==> src/rtl/alu_sequencer_if.sv <==
// Command, ALU-drive and response signals of the ALU sequencer, bundled as one bus.
// slave = the sequencer; master = the command source, ALU and response consumer.
interface alu_sequencer_if;
  logic       cmd_valid;
  logic       cmd_ready;
  logic [3:0] cmd_a;
  logic [3:0] cmd_b;
  logic [2:0] cmd_op;
  logic       cmd_cin;

  logic [3:0] alu_a;
  logic [3:0] alu_b;
  logic [2:0] alu_op;
  logic       alu_cin;
  logic       alu_init;
  logic       alu_done;
  logic [6:0] alu_result;
  logic       alu_carry;
  logic       alu_overflow;

  logic       rsp_valid;
  logic       rsp_ready;
  logic [6:0] rsp_result;
  logic [3:0] rsp_flags;

  modport slave (
    input  cmd_valid, cmd_a, cmd_b, cmd_op, cmd_cin,
    input  alu_done, alu_result, alu_carry, alu_overflow,
    input  rsp_ready,
    output cmd_ready, alu_a, alu_b, alu_op, alu_cin, alu_init,
    output rsp_valid, rsp_result, rsp_flags
  );

  modport master (
    output cmd_valid, cmd_a, cmd_b, cmd_op, cmd_cin,
    output alu_done, alu_result, alu_carry, alu_overflow,
    output rsp_ready,
    input  cmd_ready, alu_a, alu_b, alu_op, alu_cin, alu_init,
    input  rsp_valid, rsp_result, rsp_flags
  );
endinterface

==> src/rtl/alu_sequencer.sv <==
// Sequences one ALU operation per command: latch operands, strobe init, wait for done/settle, hold response.
// Optional RUN watchdog enabled by defining ALU_SEQ_TIMEOUT_EN.
module alu_sequencer #(
  parameter int INIT_CYCLES    = 2,
  parameter int SETTLE_CYCLES  = 1,
  parameter int TIMEOUT_CYCLES = 64
) (
  input  logic            clk,
  input  logic            rst_n,
  alu_sequencer_if.slave  bus
);

  typedef enum logic [1:0] {IDLE, INIT, RUN, RESP} state_t;

  // One shared counter serves INIT length, settle length and the watchdog.
  localparam int CNT_MAX_IS = (INIT_CYCLES > SETTLE_CYCLES) ? INIT_CYCLES : SETTLE_CYCLES;
  localparam int CNT_MAX    = (CNT_MAX_IS > TIMEOUT_CYCLES) ? CNT_MAX_IS : TIMEOUT_CYCLES;
  localparam int CNT_W      = $clog2(CNT_MAX + 1);

  localparam logic [CNT_W-1:0] INIT_LAST   = CNT_W'(INIT_CYCLES - 1);
  localparam logic [CNT_W-1:0] SETTLE_LAST = CNT_W'(SETTLE_CYCLES - 1);
`ifdef ALU_SEQ_TIMEOUT_EN
  localparam logic [CNT_W-1:0] TIMEOUT_LAST = CNT_W'(TIMEOUT_CYCLES - 1);
`endif

  state_t           state_reg;
  state_t           state_next;
  logic [CNT_W-1:0] cnt_reg;

  logic [3:0] a_reg;
  logic [3:0] b_reg;
  logic [2:0] op_reg;
  logic       cin_reg;

  logic [6:0] result_reg;
  logic       carry_reg;
  logic       overflow_reg;
  logic       zero_reg;
`ifdef ALU_SEQ_TIMEOUT_EN
  logic       timeout_reg;
`endif

  logic accept;
  logic done_op;
  logic init_last;
  logic run_complete;
  logic run_timeout;
  logic rsp_handshake;

  logic cmd_ready_c;
  logic alu_init_c;
  logic rsp_valid_c;

  assign accept        = (state_reg == IDLE) && bus.cmd_valid;
  assign done_op       = op_reg inside {3'b010, 3'b011, 3'b111};
  assign init_last     = (state_reg == INIT) && (cnt_reg == INIT_LAST);
  assign rsp_handshake = (state_reg == RESP) && bus.rsp_ready;

  // Done-driven ops wait for alu_done; all others finish after a fixed settle time.
  assign run_complete = (state_reg == RUN) &&
                        (done_op ? bus.alu_done : (cnt_reg == SETTLE_LAST));

`ifdef ALU_SEQ_TIMEOUT_EN
  assign run_timeout = (state_reg == RUN) && !run_complete && (cnt_reg == TIMEOUT_LAST);
`else
  assign run_timeout = 1'b0;
`endif

  // State register
  always_ff @(posedge clk or negedge rst_n) begin
    if (!rst_n) begin
      state_reg <= IDLE;
    end else begin
      state_reg <= state_next;
    end
  end

  // Next-state logic
  always_comb begin
    state_next = state_reg;
    case (state_reg)
      IDLE: if (accept)                      state_next = INIT;
      INIT: if (init_last)                   state_next = RUN;
      RUN:  if (run_complete || run_timeout) state_next = RESP;
      RESP: if (rsp_handshake)               state_next = IDLE;
      default:                               state_next = IDLE;
    endcase
  end

  // Output logic
  always_comb begin
    cmd_ready_c = 1'b0;
    alu_init_c  = 1'b0;
    rsp_valid_c = 1'b0;
    case (state_reg)
      IDLE:    cmd_ready_c = 1'b1;
      INIT:    alu_init_c  = 1'b1;
      RESP:    rsp_valid_c = 1'b1;
      default: ;
    endcase
  end

  always_ff @(posedge clk or negedge rst_n) begin
    if (!rst_n) begin
      cnt_reg <= '0;
    end else if (accept || init_last) begin
      cnt_reg <= '0;
    end else if ((state_reg == INIT) || (state_reg == RUN)) begin
      cnt_reg <= cnt_reg + CNT_W'(1);
    end
  end

  // Operands only move on acceptance, so they stay put through INIT/RUN/RESP.
  always_ff @(posedge clk or negedge rst_n) begin
    if (!rst_n) begin
      a_reg   <= '0;
      b_reg   <= '0;
      op_reg  <= '0;
      cin_reg <= 1'b0;
    end else if (accept) begin
      a_reg   <= bus.cmd_a;
      b_reg   <= bus.cmd_b;
      op_reg  <= bus.cmd_op;
      cin_reg <= bus.cmd_cin;
    end
  end

  always_ff @(posedge clk or negedge rst_n) begin
    if (!rst_n) begin
      result_reg   <= '0;
      carry_reg    <= 1'b0;
      overflow_reg <= 1'b0;
      zero_reg     <= 1'b0;
`ifdef ALU_SEQ_TIMEOUT_EN
      timeout_reg  <= 1'b0;
`endif
    end else if (run_complete) begin
      result_reg   <= bus.alu_result;
      carry_reg    <= bus.alu_carry;
      overflow_reg <= bus.alu_overflow;
      zero_reg     <= (bus.alu_result == 7'd0);
`ifdef ALU_SEQ_TIMEOUT_EN
      timeout_reg  <= 1'b0;
    end else if (run_timeout) begin
      result_reg   <= '0;
      carry_reg    <= 1'b0;
      overflow_reg <= 1'b0;
      zero_reg     <= 1'b1;
      timeout_reg  <= 1'b1;
`endif
    end
  end

  assign bus.cmd_ready  = cmd_ready_c;
  assign bus.alu_init   = alu_init_c;
  assign bus.rsp_valid  = rsp_valid_c;
  assign bus.alu_a      = a_reg;
  assign bus.alu_b      = b_reg;
  assign bus.alu_op     = op_reg;
  assign bus.alu_cin    = cin_reg;
  assign bus.rsp_result = result_reg;
`ifdef ALU_SEQ_TIMEOUT_EN
  assign bus.rsp_flags  = {timeout_reg, zero_reg, overflow_reg, carry_reg};
`else
  assign bus.rsp_flags  = {1'b0, zero_reg, overflow_reg, carry_reg};
`endif

endmodule

==> src/flat_wrapper.sv <==
// flat-port wrapper written by rule: the top's interface ports become plain ports
module alu_sequencer_flat 
#(
  parameter int INIT_CYCLES    = 2,
  parameter int SETTLE_CYCLES  = 1,
  parameter int TIMEOUT_CYCLES = 64
)
  (clk, rst_n, bus_cmd_valid, bus_cmd_a, bus_cmd_b, bus_cmd_op, bus_cmd_cin, bus_alu_done, bus_alu_result, bus_alu_carry, bus_alu_overflow, bus_rsp_ready, bus_cmd_ready, bus_alu_a, bus_alu_b, bus_alu_op, bus_alu_cin, bus_alu_init, bus_rsp_valid, bus_rsp_result, bus_rsp_flags);
  alu_sequencer_if bus_i ();
  input  logic clk;
  input  logic rst_n;
  input wire logic [$bits(bus_i.cmd_valid)-1:0] bus_cmd_valid;
  input wire logic [$bits(bus_i.cmd_a)-1:0] bus_cmd_a;
  input wire logic [$bits(bus_i.cmd_b)-1:0] bus_cmd_b;
  input wire logic [$bits(bus_i.cmd_op)-1:0] bus_cmd_op;
  input wire logic [$bits(bus_i.cmd_cin)-1:0] bus_cmd_cin;
  input wire logic [$bits(bus_i.alu_done)-1:0] bus_alu_done;
  input wire logic [$bits(bus_i.alu_result)-1:0] bus_alu_result;
  input wire logic [$bits(bus_i.alu_carry)-1:0] bus_alu_carry;
  input wire logic [$bits(bus_i.alu_overflow)-1:0] bus_alu_overflow;
  input wire logic [$bits(bus_i.rsp_ready)-1:0] bus_rsp_ready;
  output wire logic [$bits(bus_i.cmd_ready)-1:0] bus_cmd_ready;
  output wire logic [$bits(bus_i.alu_a)-1:0] bus_alu_a;
  output wire logic [$bits(bus_i.alu_b)-1:0] bus_alu_b;
  output wire logic [$bits(bus_i.alu_op)-1:0] bus_alu_op;
  output wire logic [$bits(bus_i.alu_cin)-1:0] bus_alu_cin;
  output wire logic [$bits(bus_i.alu_init)-1:0] bus_alu_init;
  output wire logic [$bits(bus_i.rsp_valid)-1:0] bus_rsp_valid;
  output wire logic [$bits(bus_i.rsp_result)-1:0] bus_rsp_result;
  output wire logic [$bits(bus_i.rsp_flags)-1:0] bus_rsp_flags;
  assign bus_i.cmd_valid = bus_cmd_valid;
  assign bus_i.cmd_a = bus_cmd_a;
  assign bus_i.cmd_b = bus_cmd_b;
  assign bus_i.cmd_op = bus_cmd_op;
  assign bus_i.cmd_cin = bus_cmd_cin;
  assign bus_i.alu_done = bus_alu_done;
  assign bus_i.alu_result = bus_alu_result;
  assign bus_i.alu_carry = bus_alu_carry;
  assign bus_i.alu_overflow = bus_alu_overflow;
  assign bus_i.rsp_ready = bus_rsp_ready;
  assign bus_cmd_ready = bus_i.cmd_ready;
  assign bus_alu_a = bus_i.alu_a;
  assign bus_alu_b = bus_i.alu_b;
  assign bus_alu_op = bus_i.alu_op;
  assign bus_alu_cin = bus_i.alu_cin;
  assign bus_alu_init = bus_i.alu_init;
  assign bus_rsp_valid = bus_i.rsp_valid;
  assign bus_rsp_result = bus_i.rsp_result;
  assign bus_rsp_flags = bus_i.rsp_flags;
  alu_sequencer #(.INIT_CYCLES(INIT_CYCLES), .SETTLE_CYCLES(SETTLE_CYCLES), .TIMEOUT_CYCLES(TIMEOUT_CYCLES)) u_core (.clk(clk), .rst_n(rst_n), .bus(bus_i));
endmodule
==> config.mk <==
export PLATFORM = sky130hd
export DESIGN_NAME = alu_sequencer_flat
export DESIGN_NICKNAME = d
export VERILOG_FILES = /design/src/rtl/alu_sequencer_if.sv /design/src/rtl/alu_sequencer.sv /design/src/flat_wrapper.sv
export SDC_FILE = /design/constraint.sdc
export NUM_CORES = 1
export LEC_CHECK = 0
export BUFFER_PORTS_ARGS = -buffer_cell sky130_fd_sc_hd__buf_2
export CELL_PAD_IN_SITES_DETAIL_PLACEMENT = 1
export CELL_PAD_IN_SITES_GLOBAL_PLACEMENT = 2
export CORE_MARGIN = 1.5
export CORE_UTILIZATION = 31
export DETAILED_ROUTE_END_ITERATION = 6
export HOLD_SLACK_MARGIN = 0.12
export PLACE_DENSITY_LB_ADDON = 0.25
export SYNTH_ARGS = -nofsm -noshare
export SYNTH_HDL_FRONTEND = slang
export SYNTH_SLANG_ARGS = --single-unit
==> constraint.sdc <==
create_clock -name clk -period 2.2 [get_ports clk]
set_input_delay 0.33 -clock clk [delete_from_list [all_inputs] [get_ports clk]]
set_output_delay 0.33 -clock clk [all_outputs]
set_load 0.02 [all_outputs]
==> results.py <==
metrics = {
    "status": {
        "status": "finished clean",
    },
    "cts": {
        "cts_setup_buffers": 0,
        "clock_latency_ps": 280,
        "clkSlewWorstSetupHoldPaths_ps": 70,
        "clock-root-buffer": "clkbuf_8",
        "h-tree-depth": 2,
        "post_cts_resized": 0,
        "clock_sinks": 31,
        "clockBufferDepth": 2,
        "cts_tree": "yes",
        "cts_hold_buf": 0,
        "cts_made_buffers": 5,
    },
    "floorplan": {
        "dieHeight_um": 72.8,
        "coreArea_um2": 4690,
        "die_area_um2": 5300,
        "ios": 52,
        "rows": 25,
        "start_util_pct": 32.2,
        "die_x_um": 72.8,
    },
    "logic_synthesis": {
        "synth_top_family_by_area": "multiplexers",
        "async_flop_share_pct": 100,
        "synth_compound_area_share_pct": 4.14,
        "yosys_register_bits": 31,
        "synth_mux_area_share_pct": 20.3,
        "yosysMostFrequentCell": "dfrtp_1",
        "synth_area_per_cell_um2": 12.8,
        "synth_top_cell_area_share_pct": 51.4,
        "synth_edf_count": 0,
        "syn_nets": 152,
        "synthAdderAreaFrac_pct": 6.63,
        "ys_top_cells_by_area": "dfrtp_1, mux2_4, mux2_2",
        "yosys_most_used_dff": "dfrtp_1",
        "synth-seq-area-share_pct": 51.4,
        "syn-instance-count": 118,
        "synth_area_um2": 1510,
        "synth_cell_types": 30,
        "synthSimpleGateAreaFrac_pct": 8.12,
        "ys_top_cells_by_count": "dfrtp_1, mux2_2, inv_1, mux2_4, nor2_1",
        "yosys_warnings": 0,
        "synthXorXnorAreaFrac_pct": 3.48,
        "yosys.area.top_type": "dfrtp_1",
    },
    "global_routing": {
        "grt_pass1_vias": 1090,
        "antenna_found_initial": 0,
        "grt_start_max_net_pins": 32,
        "grt_usage_pct": 12.7,
        "grt_pass1_wl_um": 5040,
        "grt_overflow": 0,
    },
    "sta": {
        "tightest_slew_ps": 690,
        "rsz0062_at_grt": "false",
        "setup_viol_count_final": 0,
        "fin_tns_setup_ps": 0,
        "hold_ws_ps": 93.9,
        "post-route-period-util_pct": 83.5,
        "finalMaxSlewViolations": 0,
        "fin_worst_skew_ps": 6.07,
        "finalHoldViolCount": 0,
        "fin_crit_ps": 1840,
        "max_slew_margin_pct": 54.0,
        "max_freq_mhz": 545,
    },
    "detailed_routing": {
        "drt_iter0_drc": 31,
        "dr_total_vias": 1052,
        "viasPerCell": 4.70,
        "first_pass_iters": 4,
        "wirelength_um": 3140,
        "drt.antenna.violating_nets": 0,
        "routedWlPerCell_um": 14.0,
        "drc_errors": 0,
    },
    "cells_and_area": {
        "final_cells": 224,
        "drive_gt1_share_pct": 49.4,
        "final_nets": 203,
        "diodes": 0,
        "finish.instance_area_um2": 1900,
        "area_growth_pct": 26.1,
    },
    "setup_path": {
        "critical_path.startpoint_type": "flip-flop",
        "critPathRequiredTime_ps": 2360,
        "crit_type": "reg -> reg",
        "end_kind": "flip-flop",
        "crit_fanout": 10,
        "arrival_ps": 2000,
        "reg2reg_depth": 4,
    },
    "place": {
        "numPortBuffers": 50,
        "placed_cells": 216,
        "dp_hpwl_um": 2400,
        "gp_congestion": 0.726,
        "place_area_um2": 1790,
    },
    "hold_path": {
        "worstHoldPathType": "in -> async",
    },
    "pwr": {
        "powerDensity_nw_per_um2": 1600,
        "worst_ir_drop_vdd_mv": 0.516,
        "leakage_nw": 0.974,
        "power.total_mw": 3.06,
    },
    "run": {
        "maxCapViolCount": 0,
    },
}
[path summary, 6_finish.rpt]
kind | startpoint | endpoint | slack [ps]
worst max-delay path | u_core.cnt_reg[5] | u_core.bus.rsp_result[5] | 360
worst min-delay path | rst_n | u_core.bus.rsp_result[3] | 90
worst max register to register | u_core.cnt_reg[5] | u_core.bus.rsp_result[5] | 360
worst min register to register | u_core.bus.alu_a[2] | u_core.bus.alu_a[2] | 500
max in group asynchronous | rst_n | u_core.bus.rsp_result[1] | 1660
min in group clk | bus_cmd_b[1] | u_core.bus.alu_b[1] | 280
[per-layer routing]
| metal | wire length [µm] | GRT usage [%] |
|---|---|---|
| met1 | 1390 | 16.6 |
| met2 | 1530 | 19.8 |
| met3 | 171 | 3.18 |
| met4 | 44 | 5.66 |
| met5 | 0 | 0 |
[final cells by class]
type / instances / area [µm²]
sequential: 31 / 776
fill: 522 / 2790
clock inverter: 2 / 35.0
inverter: 10 / 37.5
tap: 54 / 67.6
clock buffer: 6 / 82.6
timing repair buffer: 51 / 258
multi-input combinational: 70 / 648
[cells by family after synthesis]
group / Yosys count
flops: 31
mux: 24
simple gates: 23
buf+inv: 17
fa+ha+maj: 8
compound gates: 8
xor+xnor: 6
other cells: 1
[metrics by stage]
stage	setup WS [ps]	util (%)
after global routing	224	40.6
after CTS	333	40.6
final	363	40.6
after global placement	396	38.1
after floorplan	486	-
after detailed placement	336	38.1
[critical path: stages, from the launching register on]
cell	delay, ps
dfrtp_1	420
nor4_4	320
o2111ai_1	210
a21o_1	400
mux2_4	370
[cell usage in the layout, fill, tap and decap left out]
cell type	Yosys	routed
a21oi_1	1	1
ha_1	8	8
xnor2_1	3	3
clkbuf_8	0	6
xor2_1	3	3
mux2_4	10	10
o21ai_1	1	1
nor2b_1	1	1
mux2_2	13	13
nor2_1	10	10
nand4_1	2	2
nor4_4	1	1
nand2_1	4	4
nor4_1	1	1
nand2b_1	1	1
clkinv_2	0	1
o2111ai_1	1	1
bufinv_16	0	1
buf_4	4	1
dfrtp_1	31	31
buf_2	0	50
a31oi_1	1	1
nand3_1	2	2
conb_1	1	1
a21o_1	1	1
a2bb2oi_1	1	1
or4_1	1	1
o22ai_1	1	1
inv_1	10	10
mux2i_1	1	1
a221oi_2	1	1
[power by group]
| group | internal [mW] | switching (mW) |
|---|---|---|
| clock network | 0.366 | 0.213 |
| registers | 0.830 | 0.184 |
| logic | 0.675 | 0.788 |
| total | 1.87 | 1.19 |
(Power assumes the default switching activity.)
